File: src/rtl/mux_arb_pkg.sv
// mux_arb_pkg -- shared types and default sizing for the two-requester bus arbiter.
// Holds the arbiter state encoding and the default data width / burst limit.
package mux_arb_pkg;

    localparam int DEF_WIDTH     = 8;
    localparam int DEF_MAX_BURST = 4;

    typedef enum logic [1:0] {
        IDLE = 2'd0,
        OWN0 = 2'd1,
        OWN1 = 2'd2
    } arb_state_t;

endpackage : mux_arb_pkg

File: src/rtl/mux2_bus.sv
// mux2_bus -- WIDTH-wide 2:1 data selector built from one mux cell per bit.
// i_sel = 0 passes i_a (requester 0), i_sel = 1 passes i_b (requester 1).
module mux2_bus
    import mux_arb_pkg::*;
#(
    parameter int WIDTH = DEF_WIDTH
) (
    input  logic             i_sel,
    input  logic [WIDTH-1:0] i_a,
    input  logic [WIDTH-1:0] i_b,
    output logic [WIDTH-1:0] o_y
);

    // One independent 2:1 cell per data bit, all sharing the owner select.
    for (genvar g_bit = 0; g_bit < WIDTH; g_bit++) begin : g_cell
        assign o_y[g_bit] = i_sel ? i_b[g_bit] : i_a[g_bit];
    end

endmodule : mux2_bus

File: src/rtl/mux_bus_arbiter.sv
// mux_bus_arbiter -- round-robin arbiter for two burst requesters feeding one
// registered output beat stage through a 2:1 data selector.
// Optional feature: define MUX_ARB_TIMEOUT_EN to force release of the bus after
// MAX_BURST accepted beats without a last beat (pulses timeout for one cycle).
module mux_bus_arbiter
    import mux_arb_pkg::*;
#(
    parameter int WIDTH     = DEF_WIDTH,
    parameter int MAX_BURST = DEF_MAX_BURST
) (
    input  logic             clk,
    input  logic             rst,
    input  logic             req0,
    input  logic             req1,
    input  logic             last0,
    input  logic             last1,
    input  logic [WIDTH-1:0] data0,
    input  logic [WIDTH-1:0] data1,
    output logic             gnt0,
    output logic             gnt1,
    output logic             sel,
    output logic             out_valid,
    output logic [WIDTH-1:0] out_data,
    input  logic             out_ready,
    output logic             timeout
);

    arb_state_t       r_state;
    arb_state_t       w_next_state;
    logic             r_rr;          // last served requester
    logic             r_sel;         // current / last owner
    logic             r_out_valid;
    logic [WIDTH-1:0] r_out_data;
    logic [WIDTH-1:0] w_mux_data;

    logic             w_slot_free;
    logic             w_gnt0;
    logic             w_gnt1;
    logic             w_beat;
    logic             w_own_req;
    logic             w_own_last;
    logic             w_release;
    logic             w_limit_hit;

    // Owner-side request/last, valid only while in an OWN state (r_sel tracks the owner there).
    assign w_own_req  = r_sel ? req1  : req0;
    assign w_own_last = r_sel ? last1 : last0;

    // State register.
    always_ff @(posedge clk) begin
        // NOTE: clocked state uses non-blocking assignments so every register samples pre-edge values.
        if (rst) begin
            r_state <= IDLE;
        end else begin
            r_state <= w_next_state;
        end
    end

    // Next-state logic: tie-break away from the last served requester; release on last, abort or burst limit.
    always_comb begin
        // NOTE: every combinational output gets a default first, so no path can infer a latch.
        w_next_state = r_state;
        w_release    = 1'b0;
        unique case (r_state)
            IDLE: begin
                if (req0 && (!req1 || r_rr)) begin
                    w_next_state = OWN0;
                end else if (req1) begin
                    w_next_state = OWN1;
                end
            end
            OWN0, OWN1: begin
                if (!w_own_req || (w_beat && (w_own_last || w_limit_hit))) begin
                    w_next_state = IDLE;
                    w_release    = 1'b1;
                end
            end
            default: begin
                w_next_state = IDLE;
            end
        endcase
    end

    // Output logic: grant the owner whenever the output stage can take a beat.
    always_comb begin
        w_slot_free = !r_out_valid || out_ready;
        w_gnt0      = (r_state == OWN0) && w_slot_free;
        w_gnt1      = (r_state == OWN1) && w_slot_free;
        w_beat      = (w_gnt0 && req0) || (w_gnt1 && req1);
    end

    // Round-robin pointer and owner select; sel holds its value through IDLE.
    always_ff @(posedge clk) begin
        if (rst) begin
            r_rr  <= 1'b1;
            r_sel <= 1'b0;
        end else begin
            if (w_release) begin
                r_rr <= r_sel;
            end
            if (w_next_state == OWN0) begin
                r_sel <= 1'b0;
            end else if (w_next_state == OWN1) begin
                r_sel <= 1'b1;
            end
        end
    end

    mux2_bus #(
        .WIDTH (WIDTH)
    ) u_mux2_bus (
        .i_sel (r_sel),
        .i_a   (data0),
        .i_b   (data1),
        .o_y   (w_mux_data)
    );

    // Output beat register: load on an accepted beat, drain when downstream takes it.
    always_ff @(posedge clk) begin
        // NOTE: out_data is a single register, not a memory, and is reset so no stale beat survives reset.
        if (rst) begin
            r_out_valid <= 1'b0;
            r_out_data  <= '0;
        end else if (w_beat) begin
            r_out_valid <= 1'b1;
            r_out_data  <= w_mux_data;
        end else if (out_ready) begin
            r_out_valid <= 1'b0;
        end
    end

`ifdef MUX_ARB_TIMEOUT_EN
    localparam int CNT_W = $clog2(MAX_BURST + 1);

    logic [CNT_W-1:0] r_beat_cnt;
    logic             r_timeout;
    logic             w_force;

    // Count accepted beats of the current grant; every new grant starts from zero.
    always_ff @(posedge clk) begin
        if (rst) begin
            r_beat_cnt <= '0;
        end else if (r_state == IDLE) begin
            r_beat_cnt <= '0;
        end else if (w_beat) begin
            r_beat_cnt <= r_beat_cnt + 1'b1;
        end
    end

    assign w_limit_hit = (r_beat_cnt == CNT_W'(MAX_BURST - 1));
    assign w_force     = w_beat && !w_own_last && w_limit_hit;

    // Timeout pulse lines up with the IDLE cycle that follows a forced release.
    always_ff @(posedge clk) begin
        if (rst) begin
            r_timeout <= 1'b0;
        end else begin
            r_timeout <= w_force;
        end
    end

    assign timeout = r_timeout;
`else
    // Bursts are unbounded in this build; an out-of-range limit still gets its own (empty) scope.
    if (MAX_BURST < 1) begin : g_max_burst_unused
    end

    assign w_limit_hit = 1'b0;
    assign timeout     = 1'b0;
`endif

    assign gnt0      = w_gnt0;
    assign gnt1      = w_gnt1;
    assign sel       = r_sel;
    assign out_valid = r_out_valid;
    assign out_data  = r_out_data;

endmodule : mux_bus_arbiter

File: config.mk
export PLATFORM = sky130hd
export DESIGN_NAME = mux_bus_arbiter
export DESIGN_NICKNAME = d
export VERILOG_FILES = /design/src/rtl/mux_arb_pkg.sv /design/src/rtl/mux2_bus.sv /design/src/rtl/mux_bus_arbiter.sv
export SDC_FILE = /design/constraint.sdc
export NUM_CORES = 1
export LEC_CHECK = 0
export ABC_AREA = 1
export CAP_MARGIN = 0
export CORE_UTILIZATION = 36
export DETAILED_ROUTE_END_ITERATION = 10
export GPL_TIMING_DRIVEN = 1
export PLACE_DENSITY = 0.75
export SYNTH_ARGS = -nofsm -noshare
export SYNTH_HDL_FRONTEND = slang
export SYNTH_HIERARCHICAL = 1
export SYNTH_SLANG_ARGS = --single-unit
File: constraint.sdc
create_clock -name clk -period 1.3 [get_ports clk]
set_input_delay 0.26 -clock clk [delete_from_list [all_inputs] [get_ports clk]]
set_output_delay 0.26 -clock clk [all_outputs]
set_load 0.01 [all_outputs]
After elaboration in Yosys (flattened, before gate mapping)
Index checks and enable logic that the tools add are counted.
{ "classes": {"n_eq_ne": 4, "n_mux": 18, "reduce_logical": 17} }
{ "ops": {"columns": ["cell", "count"], "rows": [
  ["1-bit 2-to-1 mux", 14],
  ["1-bit logical AND", 6],
  ["2-bit 2-to-1 mux", 3],
  ["2-bit by 1-bit == test with 1-bit output (second input constant)", 2],
  ["2-bit == test (second input constant)", 2],
  ["1-bit logical OR", 4],
  ["2-bit one-hot mux with 2 select lines", 1],
  ["2-bit OR reduction", 2],
  ["1-bit logical NOT", 3],
  ["2-bit logical NOT", 1],
  ["2-bit nonzero test", 1]
]} }
{ "totals": {"ff_bits": 13, "in_bits": 23, "out_inout_bits": 13, "wordCells": 44} }

Longest topological paths before layout
Gate-level depths: netlist of the first run.
{ "logic_depth": {"word_depth": 11, "ltp_mapped": 11, "ltp_nobuf": 11} }

Hierarchy
The synthesis of the first run kept the hierarchy.
{ "modules_own_cells": {"columns": ["module", "n_inst", "cells_each", "area_per_inst_um2", "seq_area_each_um2"], "rows": [
  ["mux_bus_arbiter", 1, 95, 656.9, 260.2],
  ["mux2_bus", 1, 26, 105.1, 0.0]
]} }

Worst setup path before layout of the first run
No wires, ideal clock.
{ "synth_timing": {"path_type": "register -> register", "startpoint": "register r_state[0]", "endpoint": "register r_sel, in the netlist sel", "setup_ps": 113, "arrival_ps": 1226, "required_ps": 1187, "slack_ps": -39, "path_stages_with_launch": 11, "n_path_buf": 0, "synth_period_minus_slack_ps": 1339, "cell_sequence": "dfxtp_1 > inv_1 > ha_1 > nand2_1 > clkinv_1 > nand3_1 > nand2_2 > nand2_2 > nor2_2 > nor2_1 > nor2_2"} }
{ "synth_via": {"elab_chain_len": 10, "word_cells_on_any_way": 18, "cone_classes": "eq/ne (4); mux (4); reduce/logical (10)"} }
{ "synth_lines": {"columns": ["item", "line_no", "source"], "rows": [
  ["start: declaration", "mux_bus_arbiter.sv:28", "arb_state_t r_state;"],
  ["start signal: assignment", "mux_bus_arbiter.sv:55", "r_state <= w_next_state;"],
  ["2-bit by 1-bit == test with 1-bit output / 2-bit == test (equally long branches)", "mux_bus_arbiter.sv:64, mux_bus_arbiter.sv:87, mux_bus_arbiter.sv:88", null],
  ["1-bit logical AND, on equally long branches", "mux_bus_arbiter.sv:87, mux_bus_arbiter.sv:88", null],
  ["1-bit logical AND", "mux_bus_arbiter.sv:89", "w_beat = (w_gnt0 && req0) || (w_gnt1 && req1);"],
  ["1-bit logical OR", "mux_bus_arbiter.sv:89", null],
  ["1-bit logical AND", "mux_bus_arbiter.sv:73", "if (!w_own_req || (w_beat && (w_own_last || w_limit_hit))) begin"],
  ["1-bit logical OR", "mux_bus_arbiter.sv:73", null],
  ["2-bit 2-to-1 mux", "mux_bus_arbiter.sv:73", null],
  ["2-bit one-hot mux with 2 select lines (*)", "mux_bus_arbiter.sv:64", "unique case (r_state)"],
  ["2-bit by 1-bit == test with 1-bit output", "mux_bus_arbiter.sv:101", "if (w_next_state == OWN0) begin"],
  ["2-bit OR reduction (no line)", null, null],
  ["end signal: assignment", "mux_bus_arbiter.sv:96", "r_sel <= 1'b0;"],
  ["end signal: assignment", "mux_bus_arbiter.sv:102", "r_sel <= 1'b0;"],
  ["end signal: assignment", "mux_bus_arbiter.sv:104", "r_sel <= 1'b1;"],
  ["end: declaration", "mux_bus_arbiter.sv:31", "logic r_sel;"]
]} }
Mark *: on every way between the ends. The rest lies on a longest branch, timed or not.
A chain may end at the register's enable or synchronous reset.

Worst setup path in the final report of the first run
Same ends and word-level chain as after synthesis.

==> results of run 1 <==
[repair_timing]
action | in CTS | in global routing
cloned | 0 | 1
buffers inserted | 1 | 1
gates resized for setup | 27 | 16
endpoints found under the hold margin | 0 | 0
pin swaps | 0 | 7
endpoints found under the setup margin | 23 | 14
[registers in the layout (all words and copies together), names as in the netlist]
name	cells
sel	1
out_valid	1
r_rr	1
out_data	8
r_state	2
[layer usage]
layer / vias to the layer above / GRT usage
li1: 462 / -
met1: 388 / 0.203
met2: 37 / 0.349
met3: 4 / 0.0415
met4: 0 / 0.106
met5: - / 0
[worst min-delay path: cells and delay by family, from the launching register on]
family	cells	cell delay, ps
AND/OR/NAND/NOR	2	110
flip-flops	1	330
[layout make-up]
cell class,count,share of cell area
multi-input cells,89,0.368
well taps,27,0.0263
repair buffers,47,0.333
clock buffers,4,0.0205
inverters,15,0.0468
flip-flops and latches,13,0.206
[cell families (layout without fill, tap and decap cells)]
group | count (synthesis) | after routing | synth area share
AO/OA/AOI/OAI | 14 | 14 | 0.100
adder cells (fa/ha/maj) | 4 | 4 | 0.0657
buffers and inverters | 19 | 66 | 0.112
flip-flops | 13 | 13 | 0.342
other | 1 | 1 | 0.00492
AND/OR/NAND/NOR | 70 | 70 | 0.376
[report_power, final]
| part | internal, W | switching (W) | total (W) | leakage [nW] |
|---|---|---|---|---|
| Combinational | 0.000236 | 0.000228 | 0.000464 | 0.539 |
| Clock | 0.000119 | 0.000129 | 0.000248 | 0.0150 |
| Sequential | 0.000443 | 0.0000284 | 0.000472 | 0.108 |
[cells in the mapped netlist]
cell | instances | area [um^2]
o211ai_1 | 1 | 7.51
nand2_2 | 3 | 18.8
nand3b_1 | 1 | 7.51
inv_2 | 3 | 11.3
inv_1 | 11 | 41.3
nor2_1 | 22 | 82.6
buf_4 | 1 | 7.51
buf_6 | 1 | 11.3
conb_1 | 1 | 3.75
dfxtp_1 | 13 | 260
nand2_1 | 36 | 135
buf_2 | 2 | 10.0
nand3_1 | 6 | 30.0
a21oi_2 | 1 | 8.76
ha_1 | 4 | 50.1
clkinv_1 | 1 | 3.75
o21ai_0 | 2 | 10.0
o21ai_1 | 10 | 50.1
nor2_2 | 2 | 12.5
[how the worst max path moves through the flow]
stage | to | from | slack, ps | cells past startpoint
after CTS | sel | out_ready | -140 | 12
after global placement | gnt1 | out_ready | -430 | 6
after floorplan | sel | r_state[0] | 8 | 10
after detailed placement | gnt0 | out_ready | -460 | 6
after global routing | sel | r_state[0] | -210 | 9
final | sel | r_state[0] | -120 | 9
[stage by stage]
stage          std cells  area (um^2)  worst slack, ps  utilization
6_report             195         1280             -125        0.647
5_1_grt              195         1280             -212        0.647
4_1_cts              193         1230             -141        0.619
3_5_place_dp         188         1200             -456        0.604
3_3_place_gp         188         1200             -431        0.604
2_1_floorplan        121          776             7.84            -
==> impl_metrics.tcl, run 1 <==
set metrics [dict create \
    final.hold.worst_slack_ps 486 \
    first_global_vias 792 \
    critical-path-top-cell-by-count "nand2_2" \
    cp-end-kind "flip-flop" \
    setup_tns_ps -297 \
    static-leakage-power_nw 0.661 \
    clock_tree.buffer_depth 2 \
    top_layer_used "met4" \
    syn_inst 121 \
    final-hold-violation-count 0 \
    dpl.hpwl_um 1440 \
    netlist_area_um2 762 \
    synth.yosys.seq_area_share 0.342 \
    clk_pin_slew_ps 80 \
    cts_buffers 3 \
    maxSlewViolCount 0 \
    multi_input_comb_area_um2 472 \
    worst_hold_path.endpoint "r_rr" \
    crit_chain "inv_2, buf_6, ha_4, nand2_2, nand3b_1, nand2_2, nand3_2, nand2_2, nor2_2" \
    mostFrequentLayoutCell "nand2_1" \
    detail_route.drc_violations 0 \
    design.core.area_mm2 0.00198 \
    avgSynthCellArea_um2 6.30 \
    die_h_um 48.0 \
    ioPinCount 36 \
    worst_ep_arrival_time_ps 1600 \
    clk_latency_ps 270 \
    tritoncts "built" \
    final-seq-area_um2 264 \
    final_cell_mix "28 x nand2_1, 21 x clkdlybuf4s50_1, 19 x nor2_1" \
    post-route-min-period_ps 1420 \
    max_clock_freq_mhz 702 \
    crit_path_start_kind "flip-flop" \
    row_count 16 \
    m1WireLength_um 794 \
    dieArea_mm2 0.00230 \
    cts_hold_buffers 0 \
    worst-endpoint-required_ps 1470 \
    criticalPathCategory "flip-flop to flip-flop" \
    wl_met3_um 133 \
    power_per_cell_area_mw_per_mm2 923 \
    clock-sinks 13 \
    cts.root.buffer_cell "clkbuf_4" \
    synth_seq_cells 13 \
    final_setup_violation_count 5 \
    hold_path_startpoint "r_rr" \
    area_growth_syn_to_layout_pct 68.3 \
    rr_startpoint "r_state[0]" \
    worstPathMaxFanout 3 \
    ant_nets 0 \
    gp_congestion 0.794 \
    skew_ps 1.80 \
    total_power_w 0.00118 \
    drt_total_wl_um 2000 \
    initial_utilization 0.384 \
    hold_path_class "flip-flop to flip-flop" \
    period_share 1.10 \
    whs_path_depth 2 \
    setup.reg_to_reg.worst_slack_ps -120 \
    numPortBuffers 34 \
    maxCapViolCount 0 \
    globalRoute.totalOverflow 0 \
    final_nets 196 \
    drive_gt1_frac 0.298 \
    grt.total_usage 0.192 \
    wl_met2_um 1040 \
    htreeDepth 1 \
    vias_per_cell 4.57 \
    crit_slowest_cell "dfxtp_2" \
    grt_first_pass_wirelength_um 3040 \
    antenna_cells 0 \
    vdd_ir_drop_max_uv 618 \
    layout.filler_cells 184 \
    die_w_um 48.0 \
    violations "negative setup slack" \
    pin_count_of_the_biggest_net_entering_global_routing 12 \
    reg2regPathDepth 9 \
    synth_cell_types 19 \
    synth-warning-count 6 \
    finalWorstSetupSlack_ps -125 \
    antenna_found_initial 0 \
    syn_nets 148 \
    wire_per_inst_um 10.2 \
    vias 891 \
    critPathMaxStageDelay_ps 360 \
    rsz_0062_raised_after_global_routing "true" \
    critical_path.n_buffers_inverters 2 \
    drt_first_pass_iters 4 \
    outcome "finished, violations left" \
    initialDrtViolationCount 6 \
    r2r-end "sel" \
    path_delay_family "simple AND/OR/NAND/NOR gates" \
]
(Power assumes the default switching activity.)
==> run 2, diff against run 1 <==
- CAP_MARGIN: 0 -> 10
- CORE_UTILIZATION: 36 -> 39
- PLACE_DENSITY: 0.75 -> 0.77
- clock period: 1.3 -> 1.6 ns (I/O delays scaled with it)
==> impl_metrics.tcl, run 2 (same netlist as run 1, synthesis figures left out) <==
set metrics [dict create \
    vias 842 \
    gp_congestion 0.827 \
    first_global_vias 731 \
    die_w_um 46.2 \
    outcome "complete, no violations" \
    total_power_w 0.000900 \
    dpl.hpwl_um 1490 \
    vias_per_cell 4.50 \
    wire_per_inst_um 9.84 \
    period_share 0.952 \
    grt_first_pass_wirelength_um 2880 \
    max_clock_freq_mhz 657 \
    maxCapViolCount 0 \
    drive_gt1_frac 0.148 \
    ioPinCount 36 \
    final-seq-area_um2 264 \
    criticalPathCategory "flip-flop to output pin" \
    crit_slowest_cell "clkdlybuf4s50_1" \
    clock_tree.buffer_depth 2 \
    tritoncts "built" \
    clk_pin_slew_ps 80 \
    detail_route.drc_violations 0 \
    initial_utilization 0.427 \
    worst_ep_arrival_time_ps 1200 \
    cts_hold_buffers 0 \
    final-hold-violation-count 0 \
    final_cell_mix "36 x nand2_1, 32 x clkdlybuf4s50_1, 22 x nor2_1" \
    initialDrtViolationCount 10 \
    worst-endpoint-required_ps 1280 \
    layout.filler_cells 163 \
    dieArea_mm2 0.00213 \
    postCtsSetupRepairBufs 0 \
    clock-sinks 13 \
    post-route-min-period_ps 1520 \
    crit_chain "clkdlybuf4s50_1" \
    ant_nets 0 \
    final_setup_violation_count 0 \
    rsz_0062_raised_after_global_routing "false" \
    drt_total_wl_um 1840 \
    path_delay_family "buffers and inverters" \
    critPathMaxStageDelay_ps 550 \
    mostFrequentLayoutCell "nand2_1" \
    vdd_ir_drop_max_uv 493 \
    pin_count_of_the_biggest_net_entering_global_routing 12 \
    static-leakage-power_nw 0.567 \
    crit_path_start_kind "flip-flop" \
    worstPathMaxFanout 6 \
    die_h_um 46.2 \
    globalRoute.totalOverflow 0 \
    cts_buffers 3 \
    critical_path.n_buffers_inverters 1 \
    cts.root.buffer_cell "clkbuf_4" \
    row_count 15 \
    design.core.area_mm2 0.00178 \
    grt.total_usage 0.190 \
    drt_first_pass_iters 4 \
    power_per_cell_area_mw_per_mm2 765 \
    multi_input_comb_area_um2 417 \
    antenna_cells 0 \
    cp-end-kind "output pin" \
    hold_path_class "flip-flop to flip-flop" \
    final_nets 190 \
    layout.core_utilization 0.660 \
    area_growth_syn_to_layout_pct 54.5 \
    antenna_found_initial 0 \
    numPortBuffers 34 \
    maxSlewViolCount 0 \
    clk_latency_ps 270 \
    htreeDepth 1 \
    largest_reg_flops 8 \
    skew_ps 5.35 \
]
[run 2: cell count changes in the layout (fill, tap and decap cells not counted), sizes merged]
cell,delta
buf,-8
dlygate4sd2,-10
clkbuf,+2
dlymetal6s2s,-1
clkdlybuf4s50,+11
[run 2: area by class of cell]
class / count / area share
Clock buffer: 4 / 0.0223
Multi-Input combinational cell: 89 / 0.354
Inverter: 15 / 0.0478
Sequential cell: 13 / 0.224
Timing Repair Buffer: 41 / 0.325
Tap cell: 25 / 0.0266
[run 2: per-stage QoR]
step / setup TNS [ps] / cell area [um^2] / setup slack (ps) / hold WS (ps) / instances
detailed placement: -1730 / 1160 / -292 / 463 / 183
finish: 0 / 1180 / 77.2 / 493 / 187
CTS: 0 / 1190 / 8.83 / 484 / 187
floorplan: 0 / 762 / 261 / 392 / 121
global placement: -1170 / 1160 / -247 / 456 / 183
global route: 0 / 1180 / 15.4 / 523 / 187
[run 2: final timing paths]
kind | start | endpoint | slack [ps] | cells past startpoint
hold reg to reg | r_rr | r_rr | 490 | 2
setup reg to reg | r_state[0] | sel | 180 | 11
setup / recovery | sel | sel | 80 | 1
hold / removal | r_rr | r_rr | 490 | 2
[run 2: worst reg2reg max path: stages (launching register included)]
cell	delay [ps]
dfxtp_2	360
inv_1	80
ha_1	210
nand3_1	80
nand2_1	70
nand2_1	100
nand3_1	90
nand2_2	80
inv_1	50
nand3_1	70
nand2_1	70
nor2_2	110
[run 2: layer usage]
| metal | global-route usage | routed length (um) | up-vias | part of all wire |
|---|---|---|---|---|
| li1 | - | - | 453 | - |
| met1 | 0.211 | 811 | 369 | 0.44 |
| met2 | 0.352 | 942 | 18 | 0.51 |
| met3 | 0.0588 | 75 | 2 | 0.041 |
| met4 | 0.0353 | 11 | 0 | 0.0060 |
| met5 | 0 | 0 | - | 0 |
[run 2: where the power goes]
| part | switching [W] | internal, W |
|---|---|---|
| registers | 0.0000250 | 0.000360 |
| clock network | 0.0000995 | 0.0000964 |
| logic | 0.000152 | 0.000167 |
[run 2: what timing repair did]
item                       CTS  global route
setup endpoints to repair    3             2
gates resized for setup      7             2
hold endpoints to repair     0             0
